--- config.mk ---
export PLATFORM = sky130hd
export DESIGN_NAME = float_div16_flat
export DESIGN_NICKNAME = d
export VERILOG_FILES = /design/src/rtl/float_div16_if.sv /design/src/rtl/float_div16.sv /design/src/flat_wrapper.sv
export SDC_FILE = /design/constraint.sdc
export NUM_CORES = 1
export LEC_CHECK = 0
export BUFFER_PORTS_ARGS = -buffer_cell sky130_fd_sc_hd__buf_2
export CAP_MARGIN = 5
export CORE_ASPECT_RATIO = 1.5
export CORE_MARGIN = 2
export CORE_UTILIZATION = 53
export CTS_CLUSTER_SIZE = 24
export DETAILED_ROUTE_END_ITERATION = 7
export GPL_TIMING_DRIVEN = 0
export PLACE_DENSITY = 0.77
export SETUP_SLACK_MARGIN = 0.4
export SLEW_MARGIN = 20
export SYNTH_ARGS = -nofsm -noshare
export SYNTH_HDL_FRONTEND = slang
export SYNTH_SLANG_ARGS = --single-unit
--- constraint.sdc ---
create_clock -name clk -period 2.53 [get_ports clk]
set_clock_uncertainty 0.05 [all_clocks]
set_input_delay 0.1265 -clock clk [delete_from_list [all_inputs] [get_ports clk]]
set_output_delay 0.1265 -clock clk [all_outputs]
set_load 0.01 [all_outputs]
--- src/rtl/float_div16_if.sv ---
// Start/done handshake bundle for the half-precision divider.
interface float_div16_if;
    logic        start;
    logic [15:0] float_a;
    logic [15:0] float_b;
    logic        ready;
    logic        done;
    logic [15:0] quotient;

    modport master (output start, float_a, float_b, input ready, done, quotient);
    modport slave  (input start, float_a, float_b, output ready, done, quotient);
endinterface

--- src/rtl/float_div16.sv ---
// Sequential half-precision divider: restoring mantissa division, one quotient
// bit per cycle, fixed 14-cycle latency from accepted start to done.
module float_div16 (
    input  logic        clk,
    input  logic        rst_n,
    float_div16_if.slave bus
);
    typedef enum logic [1:0] {IDLE, DIV, NORM, DONE} state_t;

    typedef struct packed {
        logic              sign;
        logic              zero_a;
        logic              zero_b;
        logic signed [6:0] exp;
        logic [10:0]       fb;
    } op_t;

    localparam logic [14:0] MAX_MAG = 15'h7BFF;

    state_t      state, state_nxt;
    op_t         op, op_cap;
    logic [12:0] rem, rem_sub, rem_nxt;
    logic [11:0] q;
    logic [3:0]  cnt;
    logic [15:0] quot_r, res;
    logic        ready, done, accept, qbit;
    logic signed [6:0] e_norm;
    logic [9:0]  m_norm;

    assign accept       = ready & bus.start;
    assign bus.ready    = ready;
    assign bus.done     = done;
    assign bus.quotient = quot_r;

    always_ff @(posedge clk) begin
        if (!rst_n) state <= IDLE;
        else        state <= state_nxt;
    end

    always_comb begin
        state_nxt = state;
        ready     = 1'b0;
        done      = 1'b0;
        case (state)
            IDLE: begin
                ready = 1'b1;
                if (bus.start) state_nxt = DIV;
            end
            DIV:  if (cnt == 4'd11) state_nxt = NORM;
            NORM: state_nxt = DONE;
            DONE: begin
                ready     = 1'b1;
                done      = 1'b1;
                state_nxt = bus.start ? DIV : IDLE;
            end
            default: state_nxt = IDLE;
        endcase
    end

    // Operand decode at acceptance; exponent kept signed so under/overflow are visible.
    always_comb begin
        op_cap.sign   = bus.float_a[15] ^ bus.float_b[15];
        op_cap.zero_a = (bus.float_a[14:10] == 5'd0);
        op_cap.zero_b = (bus.float_b[14:10] == 5'd0);
        op_cap.exp    = $signed({2'b00, bus.float_a[14:10]} - {2'b00, bus.float_b[14:10]} + 7'd15);
        op_cap.fb     = {1'b1, bus.float_b[9:0]};
    end

    // One restoring step: subtract if it fits, then shift for the next bit.
    always_comb begin
        qbit    = (rem >= {2'b00, op.fb});
        rem_sub = qbit ? (rem - {2'b00, op.fb}) : rem;
        rem_nxt = rem_sub << 1;
    end

    // Fraction ratio lies in (0.5, 2), so at most one position of normalisation.
    always_comb begin
        if (q[11]) begin
            m_norm = q[10:1];
            e_norm = op.exp;
        end else begin
            m_norm = q[9:0];
            e_norm = op.exp - 7'sd1;
        end
        if (op.zero_a)               res = 16'h0000;
        else if (op.zero_b)          res = {op.sign, MAX_MAG};
        else if (e_norm <= 7'sd0)    res = 16'h0000;
        else if (e_norm >= 7'sd31)   res = {op.sign, MAX_MAG};
        else                         res = {op.sign, e_norm[4:0], m_norm};
    end

    always_ff @(posedge clk) begin
        if (!rst_n) begin
            op     <= '0;
            rem    <= '0;
            q      <= '0;
            cnt    <= '0;
            quot_r <= '0;
        end else begin
            if (accept) begin
                op  <= op_cap;
                rem <= {2'b01, bus.float_a[9:0]};
                q   <= '0;
                cnt <= '0;
            end else if (state == DIV) begin
                rem <= rem_nxt;
                q   <= {q[10:0], qbit};
                cnt <= cnt + 4'd1;
            end
            if (state == NORM) quot_r <= res;
        end
    end
endmodule

--- src/flat_wrapper.sv ---
// flat-port wrapper written by rule: the top's interface ports become plain ports
module float_div16_flat 
  (clk, rst_n, bus_start, bus_float_a, bus_float_b, bus_ready, bus_done, bus_quotient);
  float_div16_if bus_i ();
  input  logic clk;
  input  logic rst_n;
  input wire logic [$bits(bus_i.start)-1:0] bus_start;
  input wire logic [$bits(bus_i.float_a)-1:0] bus_float_a;
  input wire logic [$bits(bus_i.float_b)-1:0] bus_float_b;
  output wire logic [$bits(bus_i.ready)-1:0] bus_ready;
  output wire logic [$bits(bus_i.done)-1:0] bus_done;
  output wire logic [$bits(bus_i.quotient)-1:0] bus_quotient;
  assign bus_i.start = bus_start;
  assign bus_i.float_a = bus_float_a;
  assign bus_i.float_b = bus_float_b;
  assign bus_ready = bus_i.ready;
  assign bus_done = bus_i.done;
  assign bus_quotient = bus_i.quotient;
  float_div16 u_core (.clk(clk), .rst_n(rst_n), .bus(bus_i));
endmodule
==> After elaboration in Yosys (flattened, before gate mapping) <==
Index checks and enable logic that the tools add are counted.
{ "totals": {"reg_bits": 68, "output_inout_bits": 18, "word_cells": 50, "inputBits": 35} }
{ "op_classes": {"n_addsub": 5, "n_reduce_logical": 7, "bitwise_logic": 3, "mux": 15, "magnitude_cmp": 3, "n_eq_ne": 6} }
{ "op_table": {"columns": ["op", "count"], "rows": [
  ["$mux W16", 3],
  ["$mux W11", 2],
  ["$mux W15", 1],
  ["$ge A13 B11 Y1", 1],
  ["$mux W12", 1],
  ["$sub A12 B11 Y12", 1],
  ["$logic_not A5 Y1", 2],
  ["$mux W10", 1],
  ["$pmux W2 S4", 1],
  ["$add A7 B4 Y7 const B", 1],
  ["$ge A7 B6 Y1 const B", 1],
  ["$le A7 B1 Y1 const B", 1],
  ["$mux W7", 1],
  ["$sub A7 B2 Y7 const B", 1],
  ["$sub A5 B5 Y6", 1],
  ["$add A4 B1 Y4 const B", 1],
  ["$eq A2 B2 Y1 const B", 2],
  ["$eq A4 B4 Y1 const B", 1],
  ["$mux W2", 2],
  ["$reduce_or A2 Y1", 2],
  ["$mux W1", 3],
  ["$eq A2 B1 Y1 const B", 1],
  ["$logic_not A2 Y1", 1],
  ["$ne A2 B1 Y1 const B", 1],
  ["6 further kinds", 6]
]} }

==> Depth between registers and ports, before layout <==
Gate-level depths: netlist of run 1.
{ "logic_depth": {"ltp_word": 7, "depth_mapped": 10} }

==> Least setup slack after synthesis of run 1 <==
OpenSTA, ideal clock, no wires.
{ "synth_timing": {"path_kind": "register -> register", "startpoint": "register u_core.op[6] (netlist bit)", "endpoint": "register u_core.rem[6]", "required_ns": 2.350, "stages_incl_launch_ff": 10, "path_slack_ns": 0.101, "n_path_buf": 1, "setup_ns": 0.130, "arrival_time_ns": 2.248, "period_less_slack_ns": 2.429, "cell_sequence": "dfxtp_1 inv_1 ha_1 a211oi_2 nor2_2 or4b_4 a21boi_4 buf_6 mux2i_1 o22ai_1"} }
{ "synth_between": {"elab_chain_len": 4} }
{ "synth_rtl": {"columns": ["element", "line", "source"], "rows": [
  ["start: declaration", "float_div16.sv:21", "op_t op, op_cap;"],
  ["start signal: assignment", "float_div16.sv:101", "op <= op_cap;"],
  ["$ge A13 B11 Y1", "float_div16.sv:71", "qbit = (rem >= {2'b00, op.fb});"],
  ["$mux W12", "float_div16.sv:72", "rem_sub = qbit ? (rem - {2'b00, op.fb}) : rem;"],
  ["$mux W11", "float_div16.sv:105", "end else if (state == DIV) begin"],
  ["$mux W11", "float_div16.sv:100", "if (accept) begin"],
  ["end signal: assignment", "float_div16.sv:102", "rem <= {2'b01, bus.float_a[9:0]};"],
  ["end signal: assignment", "float_div16.sv:106", "rem <= rem_nxt;"],
  ["end: declaration", "float_div16.sv:22", "logic [12:0] rem, rem_sub, rem_nxt;"]
]} }
No other way between the ends. The select of a mux whose other input is x is not followed.
A chain may end at the register's enable or synchronous reset.

==> Final worst setup path of run 1 <==
{ "layout_timing": {"startpoint": "register u_core.op[3] (netlist bit)", "endpoint": "register u_core.rem[9]"} }
{ "layout_between": {"elab_chain_len": 4} }
{ "layout_rtl": {"columns": ["element", "line"], "rows": [
  ["$sub A12 B11 Y12 or $ge A13 B11 Y1 (tied branches)", "float_div16.sv:72, float_div16.sv:71"],
  ["$mux W12 (*)", "float_div16.sv:72"],
  ["$mux W11 (*)", "float_div16.sv:105"],
  ["$mux W11 (*)", "float_div16.sv:100"]
]} }
Mark *: on every way between the ends. The rest lies on a longest branch, timed or not. The select of a mux whose other input is x is not followed.

==> impl_metrics.csv, run 1 <==
group,metric,value,unit
sta,slew_violations,0,
worst_hold_path,startpoint_of_the_lowest_slack_hold_path,"bus_float_a[5]",
finish,design.final.nets,648,
die,die_x,76.1,um
logic_synthesis,synthAdderAreaFrac,0.0823,
sta,achievable_frequency,409,MHz
power,power-per-cell-area,1460,nW/um2
placement,detailedPlacementHpwl,7.51,mm
clocking,ctsLongestPathBuffers,2,
critical_path,critical_path_cell_count,8,
critical_path,cp.buffers_inverters,2,
die,fp.coreArea,7610,um2
clocking,ctsRootBufferMaster,"clkbuf_16",
power,internal_power,0.00456,W
sta,min_period_over_period,0.967,
grt,grt_antenna_before_repair,0,
finish,final_common_cell,"dfxtp_1",
logic_synthesis,synth.lib_cells_used.distinct,64,
route,initial_drt_markers,242,
critical_path,r2r_setup_slack,80,ps
critical_path,worstSetupStartpointType,"flip-flop",
critical_path,critical_path_peak_fanout,8,
logic_synthesis,synth.yosys.seq_area_share,0.329,
clocking,clkLatencyLatePin,350,ps
critical_path,cp_slowest_stage_delay,570,ps
logic_synthesis,synth.mux.area_fraction,0.0581,
route,route.antenna.remaining_nets,0,
logic_synthesis,synth-compound-area-share,0.206,
worst_hold_path,hold_class,"input port to flip-flop",
logic_synthesis,post_synth.cell_area_avg,8.47,um2
sta,finalHoldViolations,0,
sta,period_minus_slack,2450,ps
placement,place_congestion,0.924,
logic_synthesis,synth_ff_type,"dfxtp_1",
critical_path,worst-endpoint-arrival,2620,ps
critical_path,r2r_cells,8,
clocking,clock_tree.htree_level_count,3,
grt,wire_length_of_the_first_global_routing_pass,18.6,mm
die,fp.dieArea,8530,um2
logic_synthesis,syn_nets,549,
clocking,clk_pin_slew,60,ps
critical_path,worstSetupEndpointType,"flip-flop",
die,core.rowCount,39,
logic_synthesis,main_combinational_cell_family_by_area_after_synthesis,"simple AND/OR/NAND/NOR gates",
logic_synthesis,synth_simple_gate_area_frac,0.215,
grt,grt_overflow_total,0,
logic_synthesis,post_synth_instance_area,4130,um2
die,initial_core_util,0.543,
logic_synthesis,post_synth_inst_count,488,
clocking,cts_inserted_buffers,9,
critical_path,worst_r2r_startpoint,"u_core.op[3]",
sta,total_neg_setup_slack,0,ps
finish,layout-area-overhead-vs-synth,31.2,%
logic_synthesis,synthXorXnorAreaFrac,0.0424,
sta,smallest_setup_slack_after_layout,84.5,ps
power,pwr-share-comb,0.641,
critical_path,worstPathRequired,2700,ps
power,power_frac_clock,0.166,
grt,grt_pass1_vias,4010,
route,drt-pass1-iter-count,5,
sta,fin_hold_ws,5.40,ps
route,drc_errors,0,
logic_synthesis,synth_edf_count,0,
critical_path,worst_setup_path_endpoint,"u_core.rem[9]",
power,power_switching_share,0.423,
sta,max_slew.worst_pin.slew,686,ps
critical_path,ff_to_ff_end,"u_core.rem[9]",
clocking,cts_sinks,68,
die,die_h,112,um
power,vdd_ir_drop_max,0.000911,V
finish,layout_common_cells,"dfxtp_1, nand2_1, buf_2",
critical_path,worstPathCellList,"inv_1, ha_1, o2111a_1, or4b_4, a21boi_4, buf_8, mux2i_4, o22ai_1",
clocking,cts_tree,"yes",
grt,grtUsageTotal,0.275,
status,status,"finished, final reports clean",
power,cellLeakagePower,2.26,nW
critical_path,standard_cell_with_the_maximum_stage_delay_on_the_critical_path,"or4b_4",
power,sequential_share_of_power,0.193,
placement,place_ws,-210,ps
logic_synthesis,synth.yosys.warnings,0,
critical_path,worstSetupPathType,"flip-flop to flip-flop",
die,io_pins,53,
route,finalWirelength,11.5,mm
route,avgRoutedWirePerCell,16.6,um
logic_synthesis,async_flop_share,0,
route,detailroute.via_count,4010,
finish,drive_above_1_share,0.296,
placement,place.port_buffers,51,
sta,setup_viol_count_final,0,
power,power.net_switching,0.00334,W
route,viasPerCell,5.78,
critical_path,cp-startpoint,"u_core.op[3]",
critical_path,critical_path.top_delay_family,"simple AND/OR/NAND/NOR gates",
grt,pin_count_of_the_biggest_net_entering_global_routing,12,
run,drv_cap,0,
finish,antennaDiodeCount,0,
logic_synthesis,ys_seq_elements,68,
sta,timing.slew.headroom,0.542,
sta,unrepaired_setup_endpoints_after_global_routing,"true",
cells in the mapped netlist (2+ instances only):
master     instances  area (um2)
or2_2              2        12.5
o21ai_1           12        60.1
clkbuf_1          17        63.8
nand2_1           54         203
ha_1              24         300
clkbuf_8           3        41.3
nand2b_1           5        31.3
nand3_1            9        45.0
mux2i_1           24         240
or3_1              2        12.5
a211oi_2          10         125
a21oi_1           38         190
inv_1             30         113
o211ai_1           2        15.0
dfxtp_1           68        1360
o21ai_0           16        80.1
a211oi_1           5        37.5
buf_6              3        33.8
o31ai_1            4        30.0
fa_1               2        40.0
xor2_1             6        52.6
nand4_1            4        25.0
o22ai_1            6        37.5
o31a_1             2        17.5
nor4b_1            2        17.5
a21o_1             3        22.5
nor3_1             7        35.0
nor2_1            41         154
o21a_1             5        37.5
nor4_1             5        31.3
nor3b_1            7        52.6
o2bb2ai_1          3        26.3
or4b_4             2        27.5
nor2b_1           21         131
buf_2              2        10.0
xnor2_1           14         123
per-stage QoR:
| stage | util | instance area [um2] | total power [W] | instances |
|---|---|---|---|---|
| after floorplan | - | 4200 | 0.00450 | 488 |
| after global placement | 0.602 | 4580 | 0.00516 | 641 |
| after detailed placement | 0.602 | 4580 | 0.00528 | 641 |
| after CTS | 0.699 | 5320 | 0.00745 | 688 |
| after global routing | 0.713 | 5420 | 0.00833 | 694 |
| final | 0.713 | 5420 | 0.00789 | 694 |
cell type report:
cell class,instances,area (um2)
multi-input combinational,363,2730
fill,579,2190
sequential,68,1370
timing repair buffer,88,587
clock buffer,12,256
buffer,26,178
tap,102,128
inverter,31,124
clock inverter,4,47.5
per-layer routing:
metal | up-vias | global-route usage | part of all wire
met5 | - | 0 | 0
met4 | 0 | 0.165 | 0.047
met3 | 41 | 0.0442 | 0.044
met2 | 150 | 0.515 | 0.52
met1 | 1898 | 0.284 | 0.39
li1 | 1921 | - | -
power groups by stage:
stage | logic (W) | clock network [W] | registers, W
6_report | 0.00506 | 0.00131 | 0.00152
5_1_grt | 0.00542 | 0.00136 | 0.00155
4_1_cts | 0.00465 | 0.00130 | 0.00150
3_5_place_dp | 0.00377 | 0 | 0.00150
3_3_place_gp | 0.00367 | 0 | 0.00149
2_1_floorplan | 0.00302 | 0 | 0.00148
timing repair:
action                     CTS  global route
cloned                       2             0
pin swaps                   22             5
hold endpoints to repair    11             0
hold buffers                11             0
resized for setup           47            20
buffers inserted            18             6
setup endpoints to repair   34            36
cell families (layout without fill, tap and decap cells):
| family | count (synthesis) | in the layout |
|---|---|---|
| AND/OR/NAND/NOR | 171 | 171 |
| AO/OA/AOI/OAI | 122 | 122 |
| flip-flops | 68 | 68 |
| buffers and inverters | 57 | 161 |
| adder cells (fa/ha/maj) | 26 | 26 |
| multiplexers | 24 | 24 |
| XOR/XNOR | 20 | 20 |
how the worst min path moves through the flow:
stage	end	cells past startpoint	slack (ps)
3_3_place_gp	u_core.rem[0]	3	310
2_1_floorplan	u_core.op[1]	2	200
6_report	u_core.rem[5]	3	5
4_1_cts	u_core.rem[1]	3	10
3_5_place_dp	u_core.rem[0]	3	310
5_1_grt	u_core.rem[4]	3	30
sequential cells by signal, indices dropped and copies added (netlist names):
name / count
u_core.op: 21
u_core.rem: 13
u_core.cnt: 4
u_core.state: 2
u_core.q: 12
u_core.bus.quotient: 16
worst reg2reg max path: cells and delay by family, from the launching register on:
family / cells / cell delay [ps]
buffers and inverters: 2 / 250
and+or+nand+nor: 1 / 570
DFF: 1 / 340
muxes: 1 / 240
AOI/OAI and AO/OA: 3 / 510
adders and majority gates: 1 / 370
No activity file was read; power rests on OpenSTA's default activity.
==> run 2, diff against run 1 <==
==> constraint.sdc (replaced) <==
create_clock -name clk -period 2.53 [get_ports clk]
set_clock_uncertainty 0.05 [all_clocks]
set_input_delay 0.506 -clock clk [delete_from_list [all_inputs] [get_ports clk]]
set_output_delay 0.506 -clock clk [all_outputs]
set_load 0.01 [all_outputs]
==> impl_metrics.csv, run 2 (synthesis results as in run 1) <==
group,metric,value,unit
status,status,"finished, final reports clean",
grt,pin_count_of_the_biggest_net_entering_global_routing,12,
clocking,hold_buffers,0,
critical_path,critical_path_peak_fanout,8,
clocking,cts_inserted_buffers,9,
clocking,clkLatencyLatePin,330,ps
finish,max_flop_register,"u_core.op",
critical_path,worstSetupPathType,"flip-flop to flip-flop",
route,viasPerCell,5.66,
finish,design.final.nets,643,
die,core.rowCount,39,
critical_path,worstSetupEndpointType,"flip-flop",
sta,slew_violations,0,
finish,layout_common_cells,"dfxtp_1, nand2_1, buf_2",
critical_path,worst-endpoint-arrival,2560,ps
finish,fill_cells,582,
placement,detailedPlacementHpwl,7.73,mm
finish,drive_above_1_share,0.308,
route,avgRoutedWirePerCell,16.4,um
route,initial_drt_markers,204,
sta,timing.slew.headroom,0.581,
clocking,clk_pin_slew,60,ps
die,io_pins,53,
clocking,ctsLongestPathBuffers,2,
power,vdd_ir_drop_max,0.00109,V
finish,post_layout_nonfiller_instances,689,
clocking,cts_sinks,68,
sta,period_minus_slack,2400,ps
power,power-per-cell-area,1420,nW/um2
die,initial_core_util,0.543,
critical_path,cp-startpoint,"u_core.op[1]",
route,route.antenna.remaining_nets,0,
die,die_x,76.1,um
sta,min_period_over_period,0.947,
worst_hold_path,startpoint_of_the_lowest_slack_hold_path,"bus_float_b[3]",
die,die_h,112,um
grt,grt_pass1_vias,3908,
finish,antennaDiodeCount,0,
die,fp.dieArea,8530,um2
critical_path,worstSetupStartpointType,"flip-flop",
placement,place_congestion,0.912,
placement,numPlacedInstances,641,
sta,achievable_frequency,417,MHz
power,cellLeakagePower,2.24,nW
sta,total_neg_setup_slack,0,ps
grt,wire_length_of_the_first_global_routing_pass,18.2,mm
worst_hold_path,hold_class,"input port to flip-flop",
grt,grtUsageTotal,0.266,
sta,setup_viol_count_final,0,
placement,place.port_buffers,51,
route,finalWirelength,11.3,mm
grt,grt_overflow_total,0,
route,drc_errors,0,
sta,unrepaired_setup_endpoints_after_global_routing,"true",
die,fp.coreArea,7610,um2
route,drt-pass1-iter-count,5,
critical_path,worstPathRequired,2690,ps
sta,finalHoldViolations,0,
finish,layout-area-overhead-vs-synth,30.1,%
critical_path,worst_r2r_startpoint,"u_core.op[1]",
finish,final_common_cell,"dfxtp_1",
clocking,clock_tree.htree_level_count,3,
clocking,cts_tree,"yes",
sta,max_slew.worst_pin.slew,628,ps
grt,grt_antenna_before_repair,0,
route,detailroute.via_count,3903,
finish,largest_register_ff_count,21,
clocking,ctsRootBufferMaster,"clkbuf_16",
run,drv_cap,0,
-- run 2: cell count changes in the layout (fill, tap and decap cells not counted), sizes merged --
cell / delta
clkbuf: -1
clkinv: +1
dlygate4sd3: -11
buf: +6
-- run 2: where the power goes --
part / leakage (nW) / switching (W) / internal [W] / total, W
clock: 0.139 / 0.000456 / 0.000757 / 0.00121
sequential: 0.556 / 0.000208 / 0.00132 / 0.00152
combinational: 1.54 / 0.00253 / 0.00238 / 0.00491
total: 2.24 / 0.00320 / 0.00445 / 0.00765
-- run 2: worst max-delay path, cell delays in order, from the launching register on --
cell,delay [ps]
dfxtp_2,350
inv_2,50
ha_4,210
nor2b_4,120
o2111a_1,250
or4b_4,540
a21boi_4,180
buf_8,170
mux2i_4,250
o22ai_1,100
-- run 2: routing by layer --
layer  global-route usage  vias to the layer above  routed length (um)
met4                0.150                        0                 551
met5                    0                        -                   0
met3               0.0506                       38                 555
li1                     -                     1903                   -
met2                0.505                      134                6070
met1                0.271                     1828                4150
-- run 2: path summary, 6_finish.rpt --
kind                                          endpoint  slack, ps  depth (start not counted)
worst min-delay path                      u_core.op[3]        360                          3
worst max-delay path                     u_core.rem[9]        130                          9
worst max register to register           u_core.rem[9]        130                          9
worst min register to register  u_core.bus.quotient[4]        390                          2
-- run 2: through the flow --
step	setup WS, ps	utilization	area [um2]	power (W)	hold slack [ps]
2_1_floorplan	175	-	4220	0.00450	379
3_3_place_gp	-166	0.604	4600	0.00517	383
3_5_place_dp	-220	0.604	4600	0.00529	390
4_1_cts	145	0.689	5250	0.00731	356
5_1_grt	82.9	0.706	5380	0.00811	352
6_report	134	0.706	5380	0.00765	356
-- run 2: timing repair --
item                                    CTS  global route
setup buffers                            21             9
cloned                                    2             0
pin swaps                                23            11
resized for setup                        43            20
endpoints found under the setup margin   34            38
-- run 2: final cells by class --
cell class | instances | area [um2] | share of cell area
Buffer | 26 | 178 | 0.0330
Clock buffer | 11 | 233 | 0.0433
Clock inverter | 5 | 52.6 | 0.00977
Inverter | 31 | 121 | 0.0226
Multi-Input combinational cell | 363 | 2770 | 0.514
Sequential cell | 68 | 1370 | 0.255
Tap cell | 102 | 128 | 0.0237
Timing Repair Buffer | 83 | 529 | 0.0984
